### config.mk
export PLATFORM = sky130hd
export DESIGN_NAME = dm_mmio_bridge
export DESIGN_NICKNAME = d
export VERILOG_FILES = /design/src/rtl/dm_mmio_bridge.sv
export SDC_FILE = /design/constraint.sdc
export NUM_CORES = 1
export LEC_CHECK = 0
export CORE_MARGIN = 2
export CORE_UTILIZATION = 45
export DETAILED_ROUTE_END_ITERATION = 8
export GPL_TIMING_DRIVEN = 0
export PLACE_DENSITY = 0.76
export SYNTH_ARGS = -nofsm -noshare
export SYNTH_HDL_FRONTEND = slang
export SYNTH_SLANG_ARGS = --single-unit
### constraint.sdc
create_clock -name clk -period 11.3 [get_ports clk]
set_input_delay 2.26 -clock clk [delete_from_list [all_inputs] [get_ports clk]]
set_output_delay 2.26 -clock clk [all_outputs]
set_load 0.05 [all_outputs]
### src/rtl/dm_mmio_bridge.sv
// Data-side bridge behind the CPU MEM stage: passes accesses through to the data SRAM
// or serves a small MMIO window (cycle counter, console TX FIFO, status, sticky halt).
module dm_mmio_bridge #(
  parameter logic [31:0] MMIO_BASE  = 32'h1000_0000,
  parameter int unsigned FIFO_DEPTH = 8
) (
  input  logic        clk,
  input  logic        rst,
  input  logic [31:0] cpu_dm_addr,
  input  logic [31:0] cpu_dm_wdata,
  input  logic [3:0]  cpu_dm_web,
  output logic [31:0] cpu_dm_rdata,
  output logic [31:0] ram_addr,
  output logic [31:0] ram_wdata,
  output logic [3:0]  ram_web,
  input  logic [31:0] ram_rdata,
  output logic        tx_valid,
  output logic [7:0]  tx_data,
  input  logic        tx_ready,
  output logic        halt,
  output logic [31:0] halt_code
);

  localparam int PTR_W = $clog2(FIFO_DEPTH);
  localparam int CNT_W = PTR_W + 1;
  localparam logic [CNT_W-1:0] DEPTH_C = CNT_W'(FIFO_DEPTH);

  localparam logic [5:0] OFF_CYC_LO = 6'h00;
  localparam logic [5:0] OFF_CYC_HI = 6'h01;
  localparam logic [5:0] OFF_TXDATA = 6'h02;
  localparam logic [5:0] OFF_STATUS = 6'h03;
  localparam logic [5:0] OFF_HALT   = 6'h04;

  logic        mmio_sel;
  logic [5:0]  offset;
  logic        wr_any;
  logic [31:0] mmio_rdata;

  logic [63:0]      cycle_reg;
  logic [7:0]       fifo_mem [FIFO_DEPTH];
  logic [PTR_W-1:0] rd_ptr_reg, wr_ptr_reg;
  logic [CNT_W-1:0] count_reg, count_next;
  logic             overflow_reg;
  logic             halt_reg;
  logic [31:0]      halt_code_reg, halt_code_next;

  logic push_req, push, pop, ovf_set, ovf_clr, halt_wr;
  logic full, empty;

  assign mmio_sel = (cpu_dm_addr[31:8] == MMIO_BASE[31:8]);
  assign offset   = cpu_dm_addr[7:2];
  assign wr_any   = ~&cpu_dm_web;

  assign ram_addr  = cpu_dm_addr;
  assign ram_wdata = cpu_dm_wdata;
  assign ram_web   = mmio_sel ? 4'b1111 : cpu_dm_web;

  assign full  = (count_reg == DEPTH_C);
  assign empty = (count_reg == '0);

  assign pop      = tx_valid && tx_ready;
  assign push_req = mmio_sel && (offset == OFF_TXDATA) && !cpu_dm_web[0];
  // A full FIFO can still take a byte when the head leaves in the same cycle.
  assign push     = push_req && (!full || pop);
  assign ovf_set  = push_req && !push;
  assign ovf_clr  = mmio_sel && (offset == OFF_STATUS) && !cpu_dm_web[2] && cpu_dm_wdata[16];
  assign halt_wr  = mmio_sel && (offset == OFF_HALT) && wr_any && !halt_reg;

  generate
    for (genvar gi = 0; gi < 4; gi++) begin : g_halt_lane
      assign halt_code_next[8*gi +: 8] = cpu_dm_web[gi] ? 8'h00 : cpu_dm_wdata[8*gi +: 8];
    end
  endgenerate

  always_comb begin
    count_next = count_reg;
    case ({push, pop})
      2'b10:   count_next = count_reg + 1'b1;
      2'b01:   count_next = count_reg - 1'b1;
      default: count_next = count_reg;
    endcase
  end

  always_ff @(posedge clk or posedge rst) begin
    if (rst) begin
      cycle_reg     <= '0;
      rd_ptr_reg    <= '0;
      wr_ptr_reg    <= '0;
      count_reg     <= '0;
      overflow_reg  <= 1'b0;
      halt_reg      <= 1'b0;
      halt_code_reg <= '0;
    end else begin
      if (!halt_reg) cycle_reg <= cycle_reg + 64'd1;
      if (push) wr_ptr_reg <= wr_ptr_reg + 1'b1;
      if (pop)  rd_ptr_reg <= rd_ptr_reg + 1'b1;
      count_reg <= count_next;
      if (ovf_set)      overflow_reg <= 1'b1;
      else if (ovf_clr) overflow_reg <= 1'b0;
      if (halt_wr) begin
        halt_reg      <= 1'b1;
        halt_code_reg <= halt_code_next;
      end
    end
  end

  // Storage only; validity is tracked by count_reg, so no reset is needed here.
  always_ff @(posedge clk) begin
    if (push) fifo_mem[wr_ptr_reg] <= cpu_dm_wdata[7:0];
  end

  assign tx_valid  = !empty;
  assign tx_data   = tx_valid ? fifo_mem[rd_ptr_reg] : 8'h00;
  assign halt      = halt_reg;
  assign halt_code = halt_code_reg;

  always_comb begin
    mmio_rdata = 32'h0;
    case (offset)
      OFF_CYC_LO: mmio_rdata = cycle_reg[31:0];
      OFF_CYC_HI: mmio_rdata = cycle_reg[63:32];
      OFF_TXDATA: mmio_rdata = {24'h0, tx_data};
      OFF_STATUS: mmio_rdata = {15'h0, overflow_reg, 6'h0, empty, full, 8'(count_reg)};
      OFF_HALT:   mmio_rdata = halt_code_reg;
      default:    mmio_rdata = 32'h0;
    endcase
  end

  assign cpu_dm_rdata = mmio_sel ? mmio_rdata : ram_rdata;

endmodule

## After elaboration in Yosys (flattened, before gate mapping)

Memory sizes are Yosys's and may differ from the RTL's.
Index checks and enable logic that the tools add are counted.

| cells by class | value |
|---|---|
| add/sub/neg operators | 5 |
| equal/unequal tests | 8 |
| mux-type cells | 13 |
| reductions and logical operators | 24 |

Operator list:

| kind | number |
|---|---|
| 32-bit case mux with 5 select lines | 1 |
| 64-bit by 1-bit adder with 64-bit output (second input constant) | 1 |
| 8-bit 2-to-1 mux | 5 |
| 32-bit 2-to-1 mux | 1 |
| 24-bit by 21-bit equality test with 1-bit output (second input constant) | 1 |
| 6-bit by 2-bit equality test with 1-bit output (second input constant) | 2 |
| 1-bit logical AND | 11 |
| 4-bit case mux with 2 select lines | 1 |
| 1-bit logical NOT | 7 |
| 3-bit by 1-bit adder with 3-bit output (second input constant) | 2 |
| 6-bit by 1-bit equality test with 1-bit output (second input constant) | 1 |
| 6-bit by 3-bit equality test with 1-bit output (second input constant) | 1 |
| 6-bit logical NOT | 1 |
| 4-bit by 1-bit adder with 4-bit output (second input constant) | 1 |
| 4-bit equality test (second input constant) | 1 |
| 4-bit logical NOT | 1 |
| 1-bit 2-to-1 mux | 4 |
| 4-bit 2-to-1 mux | 1 |
| 4-bit AND reduction | 1 |
| 2-bit nonzero test | 2 |
| 4-bit by 1-bit subtractor with 4-bit output (second input constant) | 1 |
| 2-bit by 1-bit equality test with 1-bit output (second input constant) | 1 |
| 2-bit equality test (second input constant) | 1 |
| 1-bit logical OR | 1 |

| word-level totals | value |
|---|---|
| register bits | 108 |
| bits in writable memories | 64 |
| input bits | 103 |
| output and inout port bits | 142 |
| logic and storage cells | 58 |
| memories kept | 1 |

Memories:

| memory | words | width | rd ports | clocked after memory_dff | write ports | RTL line | RTL |
|---|---|---|---|---|---|---|---|
| fifo_mem | 8 | 8 | 1 | 0 | 1 | 40 | `logic [7:0] fifo_mem [FIFO_DEPTH];` |

## Longest topological paths before layout

Gate-level depths: netlist of the first run.

| logic depth | value |
|---|---|
| word-level depth | 8 |
| depth in mapped cells | 10 |
| gate-level depth less buffers | 9 |

## Least setup slack after synthesis of the first run

OpenSTA, ideal clock, no wires.

| path | value |
|---|---|
| path kind | input-to-output |
| from | input cpu_dm_addr[5] |
| to | output cpu_dm_rdata[9] |
| arrival time | 4.604 ns |
| required time | 9.040 ns |
| path slack | 4.436 ns |
| cell stages on the path | 5 |
| path buffers | 1 |
| cell sequence | or3_1 > nor4b_4 > clkbuf_1 > a221oi_1 > o21ai_0 |

| on the way | value |
|---|---|
| word-level cells in the longest chain between the ends | 3 |
| elaborated cells between the ends (all ways) | 7 |
| classes of those cells | eq/ne: 4; mux: 2; reduce/logical: 1 |

RTL lines:

| what | RTL line | RTL |
|---|---|---|
| start: declaration | 9 | `input logic [31:0] cpu_dm_addr,` |
| 6-bit by 3-bit equality test with 1-bit output (tied with other cells) | 119 | `case (offset)` |
| 32-bit case mux with 5 select lines (*) | 119 |  |
| 32-bit 2-to-1 mux (*) | 129 | `assign cpu_dm_rdata = mmio_sel ? mmio_rdata : ram_rdata;` |
| end: declaration | 12 | `output logic [31:0] cpu_dm_rdata,` |

Every way passes the cells marked *; elsewhere a longest branch is shown, timed or not.

## Final worst setup path of the first run

| path | value |
|---|---|
| from | input cpu_dm_addr[22] |
| to | output cpu_dm_rdata[31] |

| on the way | value |
|---|---|
| word-level cells in the longest chain between the ends | 2 |

RTL lines:

| what | RTL line | RTL |
|---|---|---|
| 24-bit by 21-bit equality test with 1-bit output | 50 | `assign mmio_sel = (cpu_dm_addr[31:8] == MMIO_BASE[31:8]);` |
| 32-bit 2-to-1 mux | 129 |  |

Every way passes these cells.

==> results of run 1 <==
worst register-to-register path: stages (launching register included):
cell	delay, ps
dfrtp_1	480
nor4_4	750
inv_2	190
nand2_1	250
nor2_1	130
xor2_1	170
ha_1	280
mux2_1	290
path summary, 6_finish.rpt:
check	start	slack [ps]	cells after the start	to
max in group asynchronous	rst	8300	3	cycle_reg[52]$_DFFE_PP0N_
hold / removal	cycle_reg[63]$_DFFE_PP0N_	480	1	cycle_reg[63]$_DFFE_PP0N_
hold reg to reg	cycle_reg[63]$_DFFE_PP0N_	480	1	cycle_reg[63]$_DFFE_PP0N_
min in group asynchronous	rst	2280	2	halt_code[27]$_DFFE_PP0P_
setup / recovery	cpu_dm_addr[22]	3270	9	cpu_dm_rdata[31]
setup reg to reg	count_reg[0]$_DFFE_PP0P_	8650	7	count_reg[1]$_DFFE_PP0P_
cell families (layout without fill, tap and decap cells):
| kind of cell | count (synthesis) | count (layout) | share of synthesized area (%) |
|---|---|---|---|
| XOR/XNOR | 70 | 70 | 7.214 |
| flip-flops | 172 | 172 | 52.49 |
| adder cells (fa/ha/maj) | 4 | 4 | 0.5680 |
| AND/OR/NAND/NOR | 277 | 277 | 17.58 |
| buffers and inverters | 109 | 381 | 7.583 |
| multiplexers | 32 | 32 | 5.964 |
| AO/OA/AOI/OAI | 111 | 111 | 8.605 |
power by group through the flow:
stage          Sequential, mW  Clock, mW  Combinational, mW
3_5_place_dp            0.660          0              0.190
6_report                0.648      0.605              0.189
5_1_grt                 0.647      0.634              0.199
4_1_cts                 0.648      0.608              0.191
3_3_place_gp            0.660          0              0.188
2_1_floorplan           0.660          0              0.106
layer usage:
layer | up-vias | track usage, %
li1 | 3262 | -
met1 | 3368 | 31.85
met2 | 317 | 42.91
met3 | 35 | 4.998
met4 | 0 | 7.069
met5 | - | 0
layout make-up:
class	instances	area, um^2	area share (%)
Clock buffer	18	429.2	3.520
Tap cell	265	331.6	2.720
Multi-Input combinational cell	494	3538	29.02
Clock inverter	13	175.2	1.437
Buffer	100	634.4	5.203
Timing Repair Buffer	241	2422	19.87
Sequential cell	172	4624	37.93
Inverter	9	36.28	0.2976
cell usage after synthesis (3+ instances only):
| library cell | number | area, um^2 |
|---|---|---|
| buf_2 | 15 | 75.07 |
| xor2_1 | 22 | 192.7 |
| edfxtp_1 | 64 | 1922 |
| buf_4 | 64 | 480.5 |
| nor2_1 | 51 | 191.4 |
| a222oi_1 | 25 | 250.2 |
| o21ai_1 | 53 | 265.3 |
| nor3b_1 | 4 | 30.03 |
| a21oi_1 | 3 | 15.01 |
| o22ai_1 | 4 | 25.02 |
| xnor2_2 | 3 | 48.80 |
| nand3_1 | 18 | 90.09 |
| nand2b_1 | 39 | 244.0 |
| nand4_2 | 4 | 50.05 |
| nor4_1 | 7 | 43.79 |
| dfrtp_1 | 108 | 2703 |
| nand2_1 | 90 | 337.8 |
| clkbuf_1 | 16 | 60.06 |
| a211o_1 | 4 | 35.03 |
| buf_1 | 5 | 18.77 |
| o21ai_0 | 4 | 20.02 |
| mux2_2 | 3 | 33.78 |
| and3_1 | 5 | 31.28 |
| mux2i_1 | 12 | 120.1 |
| ha_1 | 4 | 50.05 |
| nor2_2 | 3 | 18.77 |
| and4_1 | 4 | 35.03 |
| a221oi_1 | 5 | 43.79 |
| a21o_1 | 6 | 45.04 |
| nor3_2 | 7 | 70.07 |
| inv_1 | 8 | 30.03 |
| mux4_2 | 16 | 360.4 |
| nand2b_4 | 3 | 41.29 |
| nand4_1 | 14 | 87.58 |
| xnor2_1 | 45 | 394.1 |
| nor3_1 | 6 | 30.03 |
==> results.md, run 1 <==
* Status: finished, final reports clean
* Logic pwr share at 13.1%
* Post-synth EDFFs at 64
* Switch share at 24.08%
* Critical Path Slowest Stage Cell: clkdlybuf4s50_1
* Clk_lat worst skew at 430 ps
* Setup WS post-layout at 3266 ps
* Final worst-path cycle share at 71.10%
* Residual DRC at 0
* Yosys reg bits at 172
* Worst hold path class: reg -> reg
* H-tree levels at 4
* Worst path arrival time at 5770 ps
* Synth warnings at 0
* Gr ovfl total at 0
* Initial Util at 45.57%
* HPWL after DPL at 18,950 um
* Largest delay share family, worst path: buffers and inverters
* Post-CTS setup buffers at 0
* Total Power at 1.442 mW
* CP Buf/Inv Count at 4
* Pint at 1.095 mW
* Hold slack at 479.9 ps
* DR iter-0 viols at 517
* Cell area after synthesis at 0.008811 mm^2
* Met2 wire length at 12,760 um
* Port Buf Inserts at 238
* CP max stage delay at 840 ps
* Share of layout cells above drive strength 1 at 15.76%
* Total number of vias at 6,982
* Total negative setup slack at 0 ps
* GRT Util Overall at 24.85%
* P&R area growth vs syn at 38.37%
* 1st-pass router iterations at 8
* Worst slew pin tran at 895.6 ps
* Post-DP Area at 0.01159 mm^2
* Power Dens Cells at 118.3 mW/mm^2
* Metal3 WL at 1968 um
* Pin count of the biggest net entering global routing at 63
* Initial antenna violation count at 0
* Nets at 1,142
* Die area at 0.02072 mm^2
* Final core occ at 63.06%
* Total CTS buffers at 17
* Horiz. Die Dim at 143.9 um
* Final cell count without fillers at 1,312
* CTS tree: yes
* Clock tree sinks at 172
* Slew Viols, Final at 0
* Final instance area at 0.01219 mm^2
* Final Skew at 6.200 ps
* Most frequent cells in the layout: clkdlybuf4s50_1 (238), dfrtp_1 (108), nand2_1 (90), buf_4 (65), edfxtp_1 (64)
* Synth Instances at 775
* CP required at 9040 ps
* # setup viols final at 0
* P_leak at 4.842 nW
* Critical Path Fanout Max at 10
* Layout fillers at 1,555
* Post-synthesis async set-or-reset flop share at 62.79%
* CTS root buffer: clkbuf_16
* Core area at 0.01933 mm^2
* # diodes at 0
* Placer Congestion at 0.8428
* Detail Route Antenna Nets at 0
* Commonest non-fill, non-tap cell in the layout: clkdlybuf4s50_1
* P_sw at 347.2 uW
* RSZ-0062 raised after global routing: false
* Critical Path Sink Type: output port
* WL final at 25,430 um
* I/O Pins at 245
* Via/cell ratio at 5.322
* Fin. Hold Viols at 0
* Clock Tree Buf Depth at 2
* Fmax at 124.5 MHz
* Clk pwr share at 41.9%
* Share of the yosys chip area belonging to registers at 52.49%
* # hold bufs at CTS at 0
* Tmin final at 8034 ps
* Sequential share of power at 44.9%
* Max Cap Viol at 0
* Synth unique cells at 61
* Worst setup path class: in -> out
* Global-route wire length before repair at 38,340 um
* Row count at 51
* Placed cells at 1,281
* Metal-1 WL at 10,330 um
* CP Launch Type: input pin
* Setup WS pre-CTS at 3274 ps
* CTS clk-pin slew, worst paths at 60 ps
* Vias in the first global route at 6,880
* Headroom to the max-slew limit at 40.30%
* Max layer used: met4
* DR WL/cell at 19.38 um
* Syn Area/Cell at 11.37 um^2
* Worst IR Drop VDD at 0.1053 mV
* Net count after synthesis at 882
* Critical Path, Cell by Cell: clkdlybuf4s50_1 > nor4_1 > nand4_1 > or2_1 > clkbuf_1 > clkbuf_1 > nand2_1 > o21ai_0 > clkdlybuf4s50_1
* Ys flop type: dfrtp_1
* Die H at 143.9 um
* Post-CTS sizing at 0
Note: power is estimated with default switching activity, not from simulation.
==> run 2: changes to the inputs <==
Clock period 11.3 ns to 8 ns, I/O delays scaled along.
==> results of run 2 <==
Same layout as run 1 (identical final DEF). Status: finished, final reports clean.
Among the figures that moved: setup slack after placement 3274 ps -> 1294 ps; setup slack after layout 3266 ps -> 1286 ps; register-to-register setup slack 8650 ps -> 5350 ps; total power 1.442 mW -> 2.037 mW; worst IR drop on VDD 0.1053 mV -> 0.1488 mV
